**src/rtl/text_cursor_ctrl.sv**
```systemverilog
// Character-terminal cursor engine: turns a byte stream into text-RAM writes at a
// moving cursor, with CR/LF/backspace handling, optional ring-buffer scrolling and clear.
module text_cursor_ctrl #(
    parameter int         COLS      = 32,
    parameter int         ROWS      = 4,
    parameter int         COL_W     = 5,
    parameter int         ROW_W     = 2,
    parameter int         CRLF_MODE = 1,
    parameter int         SCROLL    = 0,
    parameter logic [7:0] BLANK     = 8'h20
) (
    input  logic             clk,
    input  logic             reset,
    input  logic             in_valid,
    input  logic [7:0]       in_data,
    output logic             in_ready,
    input  logic             clr,
    output logic             wr_en,
    output logic [ROW_W-1:0] wr_row,
    output logic [COL_W-1:0] wr_col,
    output logic [7:0]       wr_data,
    output logic [ROW_W-1:0] cur_row,
    output logic [COL_W-1:0] cur_col,
    output logic [ROW_W-1:0] top_row,
    output logic             busy
);

    localparam logic [1:0] ST_IDLE     = 2'd0;
    localparam logic [1:0] ST_CLR_LINE = 2'd1;
    localparam logic [1:0] ST_CLR_ALL  = 2'd2;

    localparam logic [COL_W-1:0] COL_ZERO = COL_W'(32'sd0);
    localparam logic [COL_W-1:0] COL_ONE  = COL_W'(32'sd1);
    localparam logic [COL_W-1:0] COL_LAST = COL_W'(COLS - 32'sd1);
    localparam logic [ROW_W-1:0] ROW_ZERO = ROW_W'(32'sd0);
    localparam logic [ROW_W-1:0] ROW_ONE  = ROW_W'(32'sd1);
    localparam logic [ROW_W-1:0] ROW_LAST = ROW_W'(ROWS - 32'sd1);

    localparam logic CRLF_EN   = (CRLF_MODE != 32'sd0);
    localparam logic SCROLL_EN = (SCROLL != 32'sd0);

    // Row arithmetic wraps explicitly so ROWS need not be a power of two.
    function automatic logic [ROW_W-1:0] row_next(input logic [ROW_W-1:0] r);
        row_next = (r == ROW_LAST) ? ROW_ZERO : (r + ROW_ONE);
    endfunction

    function automatic logic [ROW_W-1:0] row_prev(input logic [ROW_W-1:0] r);
        row_prev = (r == ROW_ZERO) ? ROW_LAST : (r - ROW_ONE);
    endfunction

    logic [1:0]       state_r;
    logic [ROW_W-1:0] cur_row_r;
    logic [COL_W-1:0] cur_col_r;
    logic [ROW_W-1:0] top_row_r;
    logic [ROW_W-1:0] swp_row_r;
    logic [COL_W-1:0] swp_col_r;
    logic             wr_en_r;
    logic [ROW_W-1:0] wr_row_r;
    logic [COL_W-1:0] wr_col_r;
    logic [7:0]       wr_data_r;
    logic             in_ready_r;
    logic             busy_r;

    logic [1:0]       state_nxt_s;
    logic [ROW_W-1:0] cur_row_nxt_s;
    logic [COL_W-1:0] cur_col_nxt_s;
    logic [ROW_W-1:0] top_row_nxt_s;
    logic [ROW_W-1:0] swp_row_nxt_s;
    logic [COL_W-1:0] swp_col_nxt_s;
    logic             wr_en_nxt_s;
    logic [ROW_W-1:0] wr_row_nxt_s;
    logic [COL_W-1:0] wr_col_nxt_s;
    logic [7:0]       wr_data_nxt_s;

    logic             is_print_s;
    logic             is_lf_s;
    logic             is_cr_s;
    logic             do_nl_s;
    logic             do_cr_s;
    logic             do_bs_s;
    logic             on_bottom_s;
    logic [ROW_W-1:0] nl_row_s;
    logic [ROW_W-1:0] nl_top_s;

    assign is_print_s = (in_data >= 8'h20) && (in_data <= 8'h7E);
    assign is_lf_s    = (in_data == 8'h0A);
    assign is_cr_s    = (in_data == 8'h0D);
    assign do_nl_s    = (is_print_s && (cur_col_r == COL_LAST)) || is_lf_s || (is_cr_s && CRLF_EN);
    assign do_cr_s    = is_cr_s && !CRLF_EN;
    assign do_bs_s    = (in_data == 8'h08) && (cur_col_r != COL_ZERO);

    // On the bottom screen row a newline scrolls: the old top row becomes the new bottom.
    assign on_bottom_s = SCROLL_EN && (cur_row_r == row_prev(top_row_r));
    assign nl_row_s    = on_bottom_s ? top_row_r : row_next(cur_row_r);
    assign nl_top_s    = on_bottom_s ? row_next(top_row_r) : top_row_r;

    // Next-state logic for cursor, scroll offset, clear sweeps and the write port.
    always_comb begin
        state_nxt_s   = state_r;
        cur_row_nxt_s = cur_row_r;
        cur_col_nxt_s = cur_col_r;
        top_row_nxt_s = top_row_r;
        swp_row_nxt_s = swp_row_r;
        swp_col_nxt_s = swp_col_r;
        wr_en_nxt_s   = 1'b0;
        wr_row_nxt_s  = wr_row_r;
        wr_col_nxt_s  = wr_col_r;
        wr_data_nxt_s = wr_data_r;
        if (clr) begin
            state_nxt_s   = ST_CLR_ALL;
            cur_row_nxt_s = ROW_ZERO;
            cur_col_nxt_s = COL_ZERO;
            top_row_nxt_s = ROW_ZERO;
            swp_row_nxt_s = ROW_ZERO;
            swp_col_nxt_s = COL_ZERO;
        end else begin
            case (state_r)
                ST_IDLE: begin
                    if (in_valid) begin
                        if (is_print_s) begin
                            wr_en_nxt_s   = 1'b1;
                            wr_row_nxt_s  = cur_row_r;
                            wr_col_nxt_s  = cur_col_r;
                            wr_data_nxt_s = in_data;
                        end else if (do_bs_s) begin
                            wr_en_nxt_s   = 1'b1;
                            wr_row_nxt_s  = cur_row_r;
                            wr_col_nxt_s  = cur_col_r - COL_ONE;
                            wr_data_nxt_s = BLANK;
                        end else begin
                            wr_en_nxt_s   = 1'b0;
                        end
                        if (do_nl_s) begin
                            cur_col_nxt_s = COL_ZERO;
                            cur_row_nxt_s = nl_row_s;
                            top_row_nxt_s = nl_top_s;
                            swp_col_nxt_s = COL_ZERO;
                            state_nxt_s   = on_bottom_s ? ST_CLR_LINE : ST_IDLE;
                        end else if (is_print_s) begin
                            cur_col_nxt_s = cur_col_r + COL_ONE;
                        end else if (do_bs_s) begin
                            cur_col_nxt_s = cur_col_r - COL_ONE;
                        end else if (do_cr_s) begin
                            cur_col_nxt_s = COL_ZERO;
                        end else begin
                            cur_col_nxt_s = cur_col_r;
                        end
                    end else begin
                        wr_en_nxt_s = 1'b0;
                    end
                end
                ST_CLR_LINE: begin
                    // The cursor sits on the freshly exposed row, so it names the row to blank.
                    wr_en_nxt_s   = 1'b1;
                    wr_row_nxt_s  = cur_row_r;
                    wr_col_nxt_s  = swp_col_r;
                    wr_data_nxt_s = BLANK;
                    if (swp_col_r == COL_LAST) begin
                        swp_col_nxt_s = COL_ZERO;
                        state_nxt_s   = ST_IDLE;
                    end else begin
                        swp_col_nxt_s = swp_col_r + COL_ONE;
                    end
                end
                ST_CLR_ALL: begin
                    wr_en_nxt_s   = 1'b1;
                    wr_row_nxt_s  = swp_row_r;
                    wr_col_nxt_s  = swp_col_r;
                    wr_data_nxt_s = BLANK;
                    if (swp_col_r == COL_LAST) begin
                        swp_col_nxt_s = COL_ZERO;
                        if (swp_row_r == ROW_LAST) begin
                            swp_row_nxt_s = ROW_ZERO;
                            state_nxt_s   = ST_IDLE;
                        end else begin
                            swp_row_nxt_s = swp_row_r + ROW_ONE;
                        end
                    end else begin
                        swp_col_nxt_s = swp_col_r + COL_ONE;
                    end
                end
                default: begin
                    state_nxt_s = ST_IDLE;
                end
            endcase
        end
    end

    // State and output registers; handshake flags are derived from the next state.
    always_ff @(posedge clk or posedge reset) begin
        if (reset) begin
            state_r    <= ST_IDLE;
            cur_row_r  <= ROW_ZERO;
            cur_col_r  <= COL_ZERO;
            top_row_r  <= ROW_ZERO;
            swp_row_r  <= ROW_ZERO;
            swp_col_r  <= COL_ZERO;
            wr_en_r    <= 1'b0;
            wr_row_r   <= ROW_ZERO;
            wr_col_r   <= COL_ZERO;
            wr_data_r  <= 8'h00;
            in_ready_r <= 1'b1;
            busy_r     <= 1'b0;
        end else begin
            state_r    <= state_nxt_s;
            cur_row_r  <= cur_row_nxt_s;
            cur_col_r  <= cur_col_nxt_s;
            top_row_r  <= top_row_nxt_s;
            swp_row_r  <= swp_row_nxt_s;
            swp_col_r  <= swp_col_nxt_s;
            wr_en_r    <= wr_en_nxt_s;
            wr_row_r   <= wr_row_nxt_s;
            wr_col_r   <= wr_col_nxt_s;
            wr_data_r  <= wr_data_nxt_s;
            in_ready_r <= (state_nxt_s == ST_IDLE);
            busy_r     <= (state_nxt_s != ST_IDLE);
        end
    end

    assign in_ready = in_ready_r;
    assign busy     = busy_r;
    assign wr_en    = wr_en_r;
    assign wr_row   = wr_row_r;
    assign wr_col   = wr_col_r;
    assign wr_data  = wr_data_r;
    assign cur_row  = cur_row_r;
    assign cur_col  = cur_col_r;
    assign top_row  = top_row_r;

endmodule

```
**config.mk**
```make
export PLATFORM = sky130hd
export DESIGN_NAME = text_cursor_ctrl
export DESIGN_NICKNAME = d
export VERILOG_FILES = /design/src/rtl/text_cursor_ctrl.sv
export SDC_FILE = /design/constraint.sdc
export NUM_CORES = 1
export LEC_CHECK = 0
export CELL_PAD_IN_SITES_DETAIL_PLACEMENT = 2
export CELL_PAD_IN_SITES_GLOBAL_PLACEMENT = 2
export CORE_MARGIN = 2
export CORE_UTILIZATION = 35
export CTS_BUF_LIST = sky130_fd_sc_hd__clkbuf_4
export DETAILED_ROUTE_END_ITERATION = 8
export PLACE_DENSITY_LB_ADDON = 0.1
export REMOVE_ABC_BUFFERS = 1
export SYNTH_ARGS = -nofsm -noshare
export SYNTH_HDL_FRONTEND = slang
export SYNTH_SLANG_ARGS = --single-unit
```
**constraint.sdc**
```tcl
create_clock -name clk -period 3.4 [get_ports clk]
set_input_delay 0.51 -clock clk [delete_from_list [all_inputs] [get_ports clk]]
set_output_delay 0.51 -clock clk [all_outputs]
set_load 0.03 [all_outputs]
```
==> reports/results.tsv <==
metric	value	unit
clock root buffer	clkbuf_4	
CTS tree	yes	
first-pass GRT wire length	10430	um
Req. time, crit path	3640	ps
dominant cell type by area after synthesis	dfrtp_1	
Cell variety after synth	59	
crit end category	register	
post-CTS setup buffers	0	
Avg Synthesized Cell Area	9.215	um2
CP Max Fanout	9	
Worst-path clk slew	130	ps
setup violators final	0	
Fmax achieved	0.3915	GHz
status	finished clean	
WP data arrival	2790	ps
Max Buffers Root-to-Sink	2	
core area	5886	um2
Sw Share	0.3157	
initial core utilization	0.3601	
P_sw	248.0	uW
fin nets	290	
commonest non-fill, non-tap cell in the layout	clkdlybuf4s50_1	
main area contributors after synthesis	dfrtp_1 39%, ha_1 7.7%, nor2_1 3.7%	
total gr overflow	0	
Max-Cap Viols	0	
1st-iter DRT viols	60	
most frequent cells in the layout	36 x clkdlybuf4s50_1, 33 x dfrtp_1, 21 x nor2_1	
worst vdd ir	0.0001355	V
mapped cell area	2120	um2
Combinational Power Share	0.143	
Final period util	0.7512	
Final Max Tran Viols	0	
Crit path max-delay family	compound AO/OA/AOI/OAI gates	
CP max-delay cell	or4b_4	
final hold violations	0	
Final Skew	20.49	ps
Main synth FF type	dfrtp_1	
gpl congestion	0.7956	
Setup CP Type	primary input to register	
port bufs	36	
Rel. slew slack	0.5288	
post-cts sizing count	0	
H-tree Lvls	2	
total CTS buffers	5	
antenna violations before repair	0	
clk_lat worst skew	370	ps
Via density	5.569	
Slew @ Worst Pin	697.0	ps
Rows	28	
HP Class	register to register	
Die Y	81.82	um
Startpoint Class	primary input	
final hold slack	534.8	ps
# hold bufs at CTS	0	
area grow syn2layout	22.73	%
layout cells sized above 1	0.09023	
ant diodes	0	
Cell Int Power	537.7	uW
I/O pin count	39	
yosys warns	0	
Seq/Total Area, Yosys	0.4020	
crit path cell chain	clkdlybuf4s50_1 > or4b_4 > a211oi_2 > a21o_1 > a21boi_2 > buf_4 > o41ai_1	
Gate Count Post-Synth	230	
# clock sinks	34	
Leak Pwr	0.001119	uW
Buf/Inv on CP	2	
EDFF count, synth	0	
Final min period	2554	ps
DRT Pass-1 Iters	4	
ys async rst share	1.000	
Final Routed Wirelength	6435	um
CP peak stage delay	570	ps
flops & latches, synth	34	
DIE WIDTH	81.82	um
largest net degree at the start of global routing	35	
Die ar.	6695	um2
number of global-route vias before repair	2027	
fillcell total	664	
clock share of power	0.319	
RSZ-0062 raised after global routing	false	
DRC Markers	0	
hpwl dp	4677	um
Yosys top cell area share	0.3896	
Total Routing Usage GR	0.2095	
via count of the routed design	1899	
Setup Total Neg Slack	0	ps
Seq pwr share	0.539	
pwr dens	302.1	nW/um2
wire per inst	18.87	um
ANT nets after route	0	
power by group through the flow:
| stage | combinational, uW | clock (uW) | sequential [uW] |
|---|---|---|---|
| 5_1_grt | 123 | 272 | 425 |
| 2_1_floorplan | 45.4 | 0 | 442 |
| 4_1_cts | 114 | 258 | 423 |
| 6_report | 112 | 251 | 423 |
| 3_3_place_gp | 111 | 0 | 430 |
| 3_5_place_dp | 113 | 0 | 431 |
tightest hold or removal path: cells and delay by family (launching register included):
kind                   cells  cell delay [ps]
flip-flops                 1              390
multiplexers               1               60
buffers and inverters      1               50
cell families after synthesis:
kind of cell    Yosys count  synth area share
compound gates           60            0.2001
xor+xnor                  3           0.01240
fa+ha+maj                13           0.07674
buf+inv                  31           0.06257
flops                    34            0.4020
mux                       8           0.03896
other cells               1          0.001769
simple gates             80            0.2054
flip-flops by register name, indices dropped and copies added (netlist names):
register   cells
busy           1
cur_col        5
cur_row        2
in_ready       1
state_r        2
swp_col_r      5
swp_row_r      2
wr_col         5
wr_data        8
wr_en          1
wr_row         2
synth_stat cells (2+ instances only):
cell type / number
o31ai_1: 2
buf_2: 4
o41ai_1: 2
a21oi_1: 13
nand2b_1: 4
nor2_1: 21
xor2_1: 3
o21ai_0: 10
o22ai_1: 3
o21ai_1: 2
nor3_1: 3
or4_1: 2
or3_1: 5
nand3_1: 10
nor4b_1: 2
o21a_1: 3
buf_4: 3
nor2b_1: 4
a31oi_1: 4
o2111ai_1: 2
inv_1: 18
nand2_1: 15
and3_1: 2
nor3b_1: 3
mux2i_1: 6
dfrtp_1: 33
clkbuf_1: 6
nand4_1: 2
ha_1: 13
per-layer routing:
metal | routed length, um | GRT usage | part of all wire
met1 | 2972 | 0.2687 | 0.46
met5 | 0 | 0 | 0
met2 | 3220 | 0.3593 | 0.50
met4 | 98 | 0.06333 | 0.015
met3 | 142 | 0.03626 | 0.022
stage by stage:
step	instances	utilization	setup slack, ps	power, uW	area (um2)
global route	341	0.4420	647.3	820.2	2601
CTS	341	0.4420	842.6	795.9	2601
detailed placement	333	0.4320	459.1	544.8	2542
finish	341	0.4420	845.8	785.8	2601
floorplan	218	-	1138	487.4	2058
global placement	333	0.4320	552.5	541.3	2542
final cells by class:
| type | instances | area [um2] | share of cell area |
|---|---|---|---|
| multi-input combinational | 166 | 1139 | 0.4377 |
| timing repair buffer | 40 | 390.4 | 0.1501 |
| clock inverter | 3 | 21.27 | 0.008177 |
| clock buffer | 5 | 37.54 | 0.01443 |
| tap | 75 | 93.84 | 0.03608 |
| inverter | 18 | 67.56 | 0.02597 |
| sequential | 34 | 852.1 | 0.3276 |
path summary, 6_finish.rpt:
| kind | startpoint | to | slack, ps | cells after the start |
|---|---|---|---|---|
| setup reg to reg | cur_col[0] | wr_data[3] | 970 | 7 |
| max in group asynchronous | reset | in_ready | 2500 | 3 |
| hold / removal | wr_col[2] | wr_col[2] | 530 | 2 |
| hold reg to reg | wr_col[2] | wr_col[2] | 530 | 2 |
| setup / recovery | in_data[6] | swp_col_r[0] | 850 | 7 |
| min in group asynchronous | reset | swp_col_r[0] | 540 | 3 |
(Power assumes the default switching activity.)
